$ cat config.mk
export PLATFORM = sky130hd
export DESIGN_NAME = multicycle_control_fsm
export DESIGN_NICKNAME = d
export VERILOG_FILES = /design/src/rtl/multicycle_control_fsm.sv
export SDC_FILE = /design/constraint.sdc
export NUM_CORES = 1
export LEC_CHECK = 0
export CELL_PAD_IN_SITES_DETAIL_PLACEMENT = 0
export CELL_PAD_IN_SITES_GLOBAL_PLACEMENT = 1
export CORE_ASPECT_RATIO = 0.6
export CORE_UTILIZATION = 31
export CTS_BUF_LIST = sky130_fd_sc_hd__clkbuf_16
export CTS_CLUSTER_SIZE = 8
export DETAILED_ROUTE_END_ITERATION = 8
export PLACE_DENSITY = 0.66
export RECOVER_POWER = 100
export SETUP_SLACK_MARGIN = 0.3
export SLEW_MARGIN = 20
export SYNTH_ARGS = -nofsm -noshare
export SYNTH_HDL_FRONTEND = slang
export SYNTH_SLANG_ARGS = --single-unit
$ cat constraint.sdc
create_clock -name clk -period 2.1 [get_ports clk]
set_clock_uncertainty 0.05 [all_clocks]
set_input_delay 0.42 -clock clk [delete_from_list [all_inputs] [get_ports clk]]
set_output_delay 0.42 -clock clk [all_outputs]
set_load 0.02 [all_outputs]
$ cat src/rtl/multicycle_control_fsm.sv
// Multicycle RISC-style control FSM.
// Sequences FETCH/DECODE/EXECUTE/MEM/WB and drives the datapath enables and selects.
// Optional feature: define JUMP_EN to decode jal (1101111) and jalr (1100111).
// Without JUMP_EN those opcodes are illegal, and the JAL/JALR states cannot be reached.
module multicycle_control_fsm (
  input  logic       clk,
  input  logic       reset,
  input  logic [6:0] opcode_i,
  input  logic       mem_ready_i,
  input  logic       branch_cond_i,
  output logic       IR_Write_o,
  output logic       PC_Write_o,
  output logic       Mem_Write_o,
  output logic       Mem_Read_o,
  output logic       Reg_Write_o,
  output logic       IorD_o,
  output logic       PC_Src_o,
  output logic [1:0] ALU_Src_A_o,
  output logic [1:0] ALU_Src_B_o,
  output logic [1:0] Mem_to_Reg_o,
  output logic [2:0] ALU_Op_o,
  output logic       illegal_o,
  output logic [3:0] state_o
);

  // Opcode field encodings recognised in DECODE
  localparam logic [6:0] OP_R     = 7'b0110011;
  localparam logic [6:0] OP_I     = 7'b0010011;
  localparam logic [6:0] OP_LOAD  = 7'b0000011;
  localparam logic [6:0] OP_STORE = 7'b0100011;
  localparam logic [6:0] OP_BR    = 7'b1100011;
  localparam logic [6:0] OP_LUI   = 7'b0110111;
  localparam logic [6:0] OP_JAL   = 7'b1101111;
  localparam logic [6:0] OP_JALR  = 7'b1100111;

  // ALU control codes
  localparam logic [2:0] ALU_R    = 3'b000;
  localparam logic [2:0] ALU_IAR  = 3'b001;
  localparam logic [2:0] ALU_MEM  = 3'b010;
  localparam logic [2:0] ALU_ADD  = 3'b011;
  localparam logic [2:0] ALU_LUI  = 3'b100;
  localparam logic [2:0] ALU_BR   = 3'b101;

  typedef enum logic [3:0] {
    FETCH   = 4'd0,
    DECODE  = 4'd1,
    EX_R    = 4'd2,
    EX_I    = 4'd3,
    EX_ADDR = 4'd4,
    MEM_RD  = 4'd5,
    MEM_WR  = 4'd6,
    WB_MEM  = 4'd7,
    WB_ALU  = 4'd8,
    EX_BR   = 4'd9,
    EX_LUI  = 4'd10,
    JAL     = 4'd11,
    JALR    = 4'd12
  } state_t;

  // Registered control word. fetch/decode/branch are qualifiers that are
  // combined with live inputs; everything else goes straight to the ports.
  typedef struct packed {
    logic       fetch;
    logic       decode;
    logic       branch;
    logic       pc_write;
    logic       mem_write;
    logic       mem_read;
    logic       reg_write;
    logic       iord;
    logic       pc_src;
    logic [1:0] src_a;
    logic [1:0] src_b;
    logic [1:0] mem_to_reg;
    logic [2:0] alu_op;
  } ctrl_t;

  state_t state_q;
  state_t state_d;
  ctrl_t  ctrl_q;

  // Moore control word for a given state; anything not listed stays zero.
  function automatic ctrl_t decode_ctrl(input state_t s);
    ctrl_t c;
    c = '0;
    case (s)
      FETCH: begin
        c.fetch    = 1'b1;
        c.mem_read = 1'b1;
        c.src_a    = 2'b00;
        c.src_b    = 2'b01;
        c.alu_op   = ALU_ADD;
      end
      DECODE: begin
        c.decode = 1'b1;
        c.src_a  = 2'b10;
        c.src_b  = 2'b10;
        c.alu_op = ALU_ADD;
      end
      EX_R: begin
        c.src_a  = 2'b01;
        c.src_b  = 2'b00;
        c.alu_op = ALU_R;
      end
      EX_I: begin
        c.src_a  = 2'b01;
        c.src_b  = 2'b10;
        c.alu_op = ALU_IAR;
      end
      EX_LUI: begin
        c.src_b  = 2'b10;
        c.alu_op = ALU_LUI;
      end
      EX_ADDR: begin
        c.src_a  = 2'b01;
        c.src_b  = 2'b10;
        c.alu_op = ALU_MEM;
      end
      MEM_RD: begin
        c.mem_read = 1'b1;
        c.iord     = 1'b1;
      end
      MEM_WR: begin
        c.mem_write = 1'b1;
        c.iord      = 1'b1;
      end
      WB_MEM: begin
        c.reg_write  = 1'b1;
        c.mem_to_reg = 2'b01;
      end
      WB_ALU: begin
        c.reg_write  = 1'b1;
        c.mem_to_reg = 2'b00;
      end
      EX_BR: begin
        c.branch = 1'b1;
        c.src_a  = 2'b01;
        c.src_b  = 2'b00;
        c.alu_op = ALU_BR;
        c.pc_src = 1'b1;
      end
`ifdef JUMP_EN
      JAL: begin
        c.reg_write  = 1'b1;
        c.mem_to_reg = 2'b10;
        c.pc_src     = 1'b1;
        c.pc_write   = 1'b1;
      end
      JALR: begin
        c.src_a      = 2'b01;
        c.src_b      = 2'b10;
        c.alu_op     = ALU_ADD;
        c.reg_write  = 1'b1;
        c.mem_to_reg = 2'b10;
        c.pc_src     = 1'b0;
        c.pc_write   = 1'b1;
      end
`endif
      default: c = '0;
    endcase
    return c;
  endfunction

  // True when DECODE knows where to send this opcode.
  function automatic logic opcode_legal(input logic [6:0] op);
    logic ok;
    case (op)
      OP_R, OP_I, OP_LOAD, OP_STORE, OP_BR, OP_LUI: ok = 1'b1;
`ifdef JUMP_EN
      OP_JAL, OP_JALR: ok = 1'b1;
`endif
      default: ok = 1'b0;
    endcase
    return ok;
  endfunction

  // Next-state selection. FETCH only advances once its control word is live,
  // so the idle cycle straight after reset re-enters FETCH properly.
  always_comb begin
    state_d = FETCH;
    case (state_q)
      FETCH:   state_d = (ctrl_q.fetch && mem_ready_i) ? DECODE : FETCH;
      DECODE: begin
        case (opcode_i)
          OP_R:     state_d = EX_R;
          OP_I:     state_d = EX_I;
          OP_LOAD:  state_d = EX_ADDR;
          OP_STORE: state_d = EX_ADDR;
          OP_BR:    state_d = EX_BR;
          OP_LUI:   state_d = EX_LUI;
`ifdef JUMP_EN
          OP_JAL:   state_d = JAL;
          OP_JALR:  state_d = JALR;
`endif
          default:  state_d = FETCH;
        endcase
      end
      EX_R:    state_d = WB_ALU;
      EX_I:    state_d = WB_ALU;
      EX_LUI:  state_d = WB_ALU;
      EX_ADDR: begin
        if (opcode_i == OP_LOAD)
          state_d = MEM_RD;
        else if (opcode_i == OP_STORE)
          state_d = MEM_WR;
        else
          state_d = FETCH;
      end
      MEM_RD:  state_d = mem_ready_i ? WB_MEM : MEM_RD;
      MEM_WR:  state_d = mem_ready_i ? FETCH : MEM_WR;
      default: state_d = FETCH;
    endcase
  end

  // State register and registered control word; reset clears both at once.
  always_ff @(posedge clk or posedge reset) begin
    if (reset) begin
      state_q <= FETCH;
      ctrl_q  <= '0;
    end else begin
      state_q <= state_d;
      ctrl_q  <= decode_ctrl(state_d);
    end
  end

  assign IR_Write_o   = ctrl_q.fetch & mem_ready_i;
  assign PC_Write_o   = (ctrl_q.fetch & mem_ready_i) | (ctrl_q.branch & branch_cond_i) | ctrl_q.pc_write;
  assign Mem_Write_o  = ctrl_q.mem_write;
  assign Mem_Read_o   = ctrl_q.mem_read;
  assign Reg_Write_o  = ctrl_q.reg_write;
  assign IorD_o       = ctrl_q.iord;
  assign PC_Src_o     = ctrl_q.pc_src;
  assign ALU_Src_A_o  = ctrl_q.src_a;
  assign ALU_Src_B_o  = ctrl_q.src_b;
  assign Mem_to_Reg_o = ctrl_q.mem_to_reg;
  assign ALU_Op_o     = ctrl_q.alu_op;
  assign illegal_o    = ctrl_q.decode & ~opcode_legal(opcode_i);
  assign state_o      = state_q;

endmodule

==> key figures, run 1 <==
Timing
  • Final Hold Viols: 0
  • Fin. max-slew vios: 0
  • Final min period: 1.888 ns
  • Min Hold Slack: 0.5220 ns
  • Worst-Margin Slew: 0.9976 ns
  • Max Freq: ~0.53 GHz
  • Setup violators final: 0
  • Slew headroom: 0.3349
  • Period utilization: 0.8989
  • Unrepaired setup endpoints after global routing: yes

Synth
  • Synth Instances: 102
  • Synthesized net count: 113
  • EDFF count, synth: 0
  • Top_reg_cell synth: dfrtp_1
  • Syn_area_per_cell: between 10 and 15 sq um
  • Syn. warnings: 0
  • Register area share after synthesis: 0.4353
  • Post-synth cell types: 43
  • FFs w/ async S/R, synth: 1.000
  • Post-Syn Area: around 1100 sq um
  • FF+latch count, synth: 19

Clocking
  • CTS tree: built
  • # clock sinks: 19
  • Clock Latency Late Sink: 0.25 ns
  • H-tree levels: 1
  • Worst-path clk slew: 0.05 ns
  • CTS Buffer Depth: 2
  • Clock root buffer: clkbuf_16
  • Cts bufs inserted: 3

Placed design
  • PortBufs: 30
  • Placed insts: 180
  • Post-DP HPWL: 1793 um
  • RD Place Congestion: 0.7854

Floorplan
  • Die area: 3773 sq um
  • # IOs: 32
  • Starting density of the core: 0.3307
  • Core Region: 3303 sq um
  • Row cnt: 16
  • Chip height: 47.98 um
  • Horiz. Die Dim: about 79 um

Cells and area
  • Most frequent cells in the layout: dfrtp_1, buf_4, dlygate4sd3_1
  • Layout Nets: 161
  • Final std cells w/o fill: between 150 and 200
  • ANT cells: 0
  • Area Overhead vs Synth: 51.43%
  • Post-layout util: 0.5008
  • Share of cells above drive strength 1: 0.3289

Outcome
  • Status: finished, final reports clean

Pwr
  • Max VDD drop: 0.0004704 V
  • Leak: 0.7941 nW
  • Sequential Power Share: 0.352
  • Combinational share of power: 0.335
  • Power Total: roughly 0.0012 W
  • Total net switching power: 0.0003400 W
  • Clock share of power: 0.312
  • Cell Pwr Density: approximately 730 nW/um^2
  • Internal power: between 0.0008 and 0.0009 W
  • Switching fraction of total power: 0.2816

Global route
  • Antenna violations before repair: 0
  • Global-route wire length before repair: roughly 4100 um
  • GRT Overall Usage: 0.1469
  • Vias in the first global route: 843
  • Largest net degree at the start of global routing: 20
  • Global route overflow: 0

Worst setup path
  • Crit path capture type: flip-flop
  • Critical Path Fanout Max: 7
  • Worst path required time: 2.22 ns
  • Crit Path Class: reg -> reg
  • Startpoint Class: flip-flop
  • Worst endpoint data arrival time: around 2 ns

Detailed routing
  • Final ANT Viol Nets: 0
  • DR vias: 922
  • Total Wirelength: 2560 um
  • DRC violations left: 0
  • Iteration-0 DRC Markers: 26
  • First drt pass iteration count: 4
  • Average vias per placed instance: 4.753
  • DR WL/cell: around 13 um

Worst hold path
  • Hold Path Class: in -> reg

Job
  • Max-Cap Viols: 0
## cell usage after synthesis, types with 2 or more instances
library cell  number  share of area
inv_1              6          0.021
nor2_1             4          0.014
a21o_1             3          0.021
nor3_2             2          0.018
o2111ai_1          3          0.024
buf_4             12          0.082
nor3_1             4          0.018
nor2b_1            2          0.011
and2_1             3          0.017
and3b_1            4          0.032
dfrtp_1           19           0.44
nor3b_1            2          0.014
o21ai_1            3          0.014
nand3_1            3          0.014
nand2_1            4          0.014
## worst paths after layout
kind,startpoint,depth (start not counted),slack [ns],end
worst min-delay path,opcode_i[5],4,0.52,ALU_Op_o[2]$_DFF_PP0_
worst max register to register,state_o[2]$_DFF_PP0_,6,0.21,ALU_Src_B_o[1]$_DFF_PP0_
max in group asynchronous,reset,3,0.46,state_o[0]$_DFF_PP0_
worst max-delay path,state_o[2]$_DFF_PP0_,6,0.21,ALU_Src_B_o[1]$_DFF_PP0_
min in group asynchronous,reset,3,0.87,ALU_Src_A_o[0]$_DFF_PP0_
worst min register to register,state_o[0]$_DFF_PP0_,2,0.71,Mem_to_Reg_o[0]$_DFF_PP0_
## worst max-delay path, stage by stage (launching register included)
cell and delay, ns:
dfrtp_1 0.49, buf_4 0.21, a21oi_1 0.26, nand3_1 0.13, o2bb2a_4 0.25, mux2_4 0.27
a22oi_2 0.15
## what timing repair did
item / CTS / global route
setup endpoints to repair: 18 / 11
pin swaps: 9 / 9
resized for setup: 30 / 13
setup buffers: 8 / 2
hold buffers: 0 / 0
## layout make-up
| cell class | instances | area [sq um] |
|---|---|---|
| clock buffer | 3 | 75.07 |
| clock inverter | 1 | 3.754 |
| fill | 317 | 1649 |
| inverter | 8 | 35.03 |
| multi-input combinational | 61 | 516.7 |
| sequential | 19 | 476.7 |
| tap | 45 | 56.30 |
| timing repair buffer | 57 | 490.5 |
## state kept, by name (all words and copies together), names as in the netlist
| signal | flops |
|---|---|
| ALU_Op_o | 3 |
| ALU_Src_A_o | 2 |
| ALU_Src_B_o | 2 |
| IorD_o | 1 |
| Mem_Read_o | 1 |
| Mem_Write_o | 1 |
| Mem_to_Reg_o | 1 |
| PC_Src_o | 1 |
| Reg_Write_o | 1 |
| ctrl_q | 2 |
| state_o | 4 |
## cells by family after synthesis
group / synth area share
simple gates: 0.2623
buf+inv: 0.1294
compound gates: 0.1466
flops: 0.4353
mux: 0.02291
other cells: 0.003433
## power by group through the flow
stage	sequential [W]	combinational (W)	clock (W)
floorplan	0.000443	0.000222	0
CTS	0.000442	0.000379	0.000392
finish	0.000425	0.000405	0.000377
global placement	0.000447	0.000344	0
detailed placement	0.000447	0.000347	0
global route	0.000431	0.000438	0.000399
## through the flow
| step | TNS [ns] | setup WS [ns] | instance area (sq um) |
|---|---|---|---|
| 6_report | 0 | 0.2123 | 1654 |
| 5_1_grt | 0 | 0.1271 | 1654 |
| 4_1_cts | 0 | 0.2108 | 1654 |
| 3_5_place_dp | -2.084 | -0.5503 | 1474 |
| 3_3_place_gp | -1.784 | -0.5091 | 1474 |
| 2_1_floorplan | 0 | 0.2264 | 1100 |
## per-layer routing
metal | GRT usage | wire [um] | up-vias
met5 | 0 | 0 | -
met4 | 0.02222 | 0 | 0
met3 | 0.04952 | 149 | 0
met2 | 0.2365 | 1128 | 26
met1 | 0.1991 | 1282 | 446
li1 | - | - | 450
Note: power is estimated with default switching activity, not from simulation.
==> inputs of run 2 (changes only) <==
- CTS_CLUSTER_DIAMETER: unset -> 120
==> results of run 2 <==
Same layout as run 1: the final DEF is identical, and so are final timing and power.
==> inputs of run 3 (changes only) <==
- CORE_ASPECT_RATIO: 0.6 -> unset
==> run 3 against run 2 <==
  * Wire length is 12% higher
  * Worst setup slack worse by 0.038 ns
  * Sequential share of layout area is 1.6 points lower
  * Critical path type unchanged
  * Critical endpoint unchanged
==> key figures, run 3 (synthesis gave the netlist of run 1 again) <==
Placed design
  • PortBufs: 30 (unchanged)
  • RD Place Congestion: 0.7602 (was 0.7854)
  • Placed insts: 181 (was 180)
  • Area after DPL: 1475 sq um (was 1474 sq um)
  • Post-DP HPWL: 1660 um (was 1793 um)

Detailed routing
  • DR WL met3: 151 um (was 149 um)
  • Iteration-0 DRC Markers: 17 (was 26)
  • Detail Route met2 WL: 1495 um (was 1128 um)
  • Top layer reached by signal wires: met4 (was met3)
  • Final ANT Viol Nets: 0 (unchanged)
  • DR vias: 985 (was 922)
  • WL met1: 1189 um (was 1282 um)
  • First drt pass iteration count: 4 (unchanged)
  • DRC violations left: 0 (unchanged)
  • Average vias per placed instance: 4.900 (was 4.753)
  • Total Wirelength: 2864 um (was 2560 um)
  • DR WL/cell: 14.25 um (was 13.20 um)

Floorplan
  • Core Region: 3363 sq um (was 3303 sq um)
  • Die area: 3765 sq um (was 3773 sq um)
  • # IOs: 32 (unchanged)
  • Chip height: 61.36 um (was 47.98 um)
  • Starting density of the core: 0.3248 (was 0.3307)
  • Row cnt: 21 (was 16)
  • Horiz. Die Dim: 61.36 um (was 78.63 um)

Timing
  • Setup violators final: 0 (unchanged)
  • Worst-Margin Slew: 1.046 ns (was 0.9976 ns)
  • Period utilization: 0.9171 (was 0.8989)
  • Unrepaired setup endpoints after global routing: yes (unchanged)
  • Fin. max-slew vios: 0 (unchanged)
  • Min Hold Slack: 0.5165 ns (was 0.5220 ns)
  • Slew headroom: 0.3025 (was 0.3349)
  • Max Freq: 0.5193 GHz (was 0.5297 GHz)
  • Final Hold Viols: 0 (unchanged)
  • Final min period: 1.926 ns (was 1.888 ns)

Cells and area
  • Fill cells: 332 (was 317)
  • Final std cells w/o fill: 201 (was 194)
  • Footprint of the multi-input gates: 571.8 sq um (was 516.7 sq um)
  • Max reg flops: 4 (unchanged)
  • Layout Nets: 167 (was 161)
  • ANT cells: 0 (unchanged)
  • Fin area: 1753 sq um (was 1654 sq um)
  • Area Overhead vs Synth: 60.48% (was 51.43%)
  • Post-layout util: 0.5212 (was 0.5008)
  • Most frequent cells in the layout: buf_4, dfrtp_1, dlygate4sd3_1 (was dfrtp_1, buf_4, dlygate4sd3_1)
  • FF+latch area: 478.0 sq um (was 476.7 sq um)
  • Share of cells above drive strength 1: 0.4194 (was 0.3289)
  • Commonest non-fill, non-tap cell in the layout: buf_4

Worst setup path
  • Worst path required time: 2.22 ns (about the same)
  • Reg2Reg Launch Point: state_o[1]$_DFF_PP0_ (was state_o[2]$_DFF_PP0_)
  • Critical path cell sequence: buf_6 > nor3b_1 > o21ai_1 > and3_1 > clkinv_4 > mux2_4 > a22oi_2 (was buf_4 > a21oi_1 > nand3_1 > o2bb2a_4 > mux2_4 > a22oi_2)
  • Crit path capture type: flip-flop (unchanged)
  • CP top delay family: flip-flops (was compound AO/OA/AOI/OAI gates)
  • Buffer and inverter count on the worst path: 2 (was 1)
  • Crit-path max cell delay: 0.52 ns (was 0.49 ns)
  • Startpoint Class: flip-flop (unchanged)
  • Critical Path Fanout Max: 7 (unchanged)
  • Worst Reg-to-Reg Cells: 7 (was 6)
  • Crit Path Class: reg -> reg (unchanged)
  • Slowest-stage cell, CP: dfrtp_1 (unchanged)
  • Worst endpoint data arrival time: 2.05 ns (was 2.00 ns)
  • Reg2Reg Setup Slack: 0.17 ns (was 0.21 ns)
  • Worst r2r dst: ALU_Src_B_o[1]$_DFF_PP0_ (unchanged)

Global route
  • Vias in the first global route: 864 (was 843)
  • Antenna violations before repair: 0 (unchanged)
  • Global route overflow: 0 (unchanged)
  • GRT Overall Usage: 0.1429 (was 0.1469)
  • Global-route wire length before repair: 3877 um (was 4057 um)
  • Largest net degree at the start of global routing: 20 (unchanged)

Worst hold path
  • Hold path start: opcode_i[5] (unchanged)
  • Hold Path Class: in -> reg (unchanged)
  • Hold endpoint: ALU_Op_o[2]$_DFF_PP0_ (unchanged)
  • Worst Hold Depth: 4 (unchanged)

Pwr
  • Leak: 0.8357 nW (was 0.7941 nW)
  • Cell Pwr Density: 720.4 nW/um^2 (was 729.9 nW/um^2)
  • Power Total: 0.001263 W (was 0.001207 W)
  • Max VDD drop: 0.0004933 V (was 0.0004704 V)

Job
  • Max-Cap Viols: 0 (unchanged)

Clocking
  • Hold_buf cts: 0 (unchanged)
  • # clock sinks: 19 (unchanged)
  • Cts bufs inserted: 3 (unchanged)
  • Worst-path clk slew: 0.05 ns (about the same)
  • CTS tree: built (unchanged)
  • H-tree levels: 1 (unchanged)
  • CTS Buffer Depth: 2 (unchanged)
  • Clock Latency Late Sink: 0.25 ns (about the same)
  • Clock root buffer: clkbuf_16 (unchanged)

Outcome
  • Status: finished, final reports clean (unchanged)
## run 3: area by class of cell
cell class / instances / share of cell area
repair buffers: 63 / 0.3026
clock inverters: 1 / 0.002855
inverters: 8 / 0.01999
well taps: 46 / 0.03283
multi-input cells: 61 / 0.3262
flip-flops and latches: 19 / 0.2727
clock buffers: 3 / 0.04283
## run 3: worst max-delay path by stage
stage                          from                        to  cells past startpoint
2_1_floorplan  state_o[2]$_DFF_PP0_  ALU_Src_B_o[1]$_DFF_PP0_                      7
3_3_place_gp            opcode_i[6]                 illegal_o                      6
3_5_place_dp            opcode_i[6]                 illegal_o                      6
4_1_cts                 opcode_i[2]                 illegal_o                      6
5_1_grt        state_o[1]$_DFF_PP0_  ALU_Src_B_o[1]$_DFF_PP0_                      7
6_report       state_o[1]$_DFF_PP0_  ALU_Src_B_o[1]$_DFF_PP0_                      7
## run 3: where the power goes
part           switching [W]  leakage [nW]  internal (W)
Combinational       0.000225         0.560      0.000226
Clock               0.000131        0.0409      0.000255
Sequential         0.0000170         0.235      0.000408
## run 3: stage by stage
step                      worst slack [ns]  setup TNS (ns)
after floorplan                     0.2264               0
after global placement             -0.4520          -1.829
after detailed placement           -0.5034          -2.234
after CTS                           0.2162               0
after global routing               0.09005               0
final                               0.1742               0
## run 3: worst reg2reg max path: stages (launching register included)
cell and delay, ns:
dfrtp_1 0.52, buf_6 0.17, nor3b_1 0.23, o21ai_1 0.12
and3_1 0.22, clkinv_4 0.07, mux2_4 0.29, a22oi_2 0.17
## run 3: repair_timing
action	CTS	global route
setup endpoints to repair	17	11
buffers inserted	6	10
gates resized for setup	33	24
pin swaps	10	8
hold endpoints to repair	0	0
## run 3: metal layers
metal,vias up,GRT usage
li1,459,-
met1,483,0.1730
met2,39,0.2422
met3,4,0.04412
met4,0,0.04762
met5,-,0
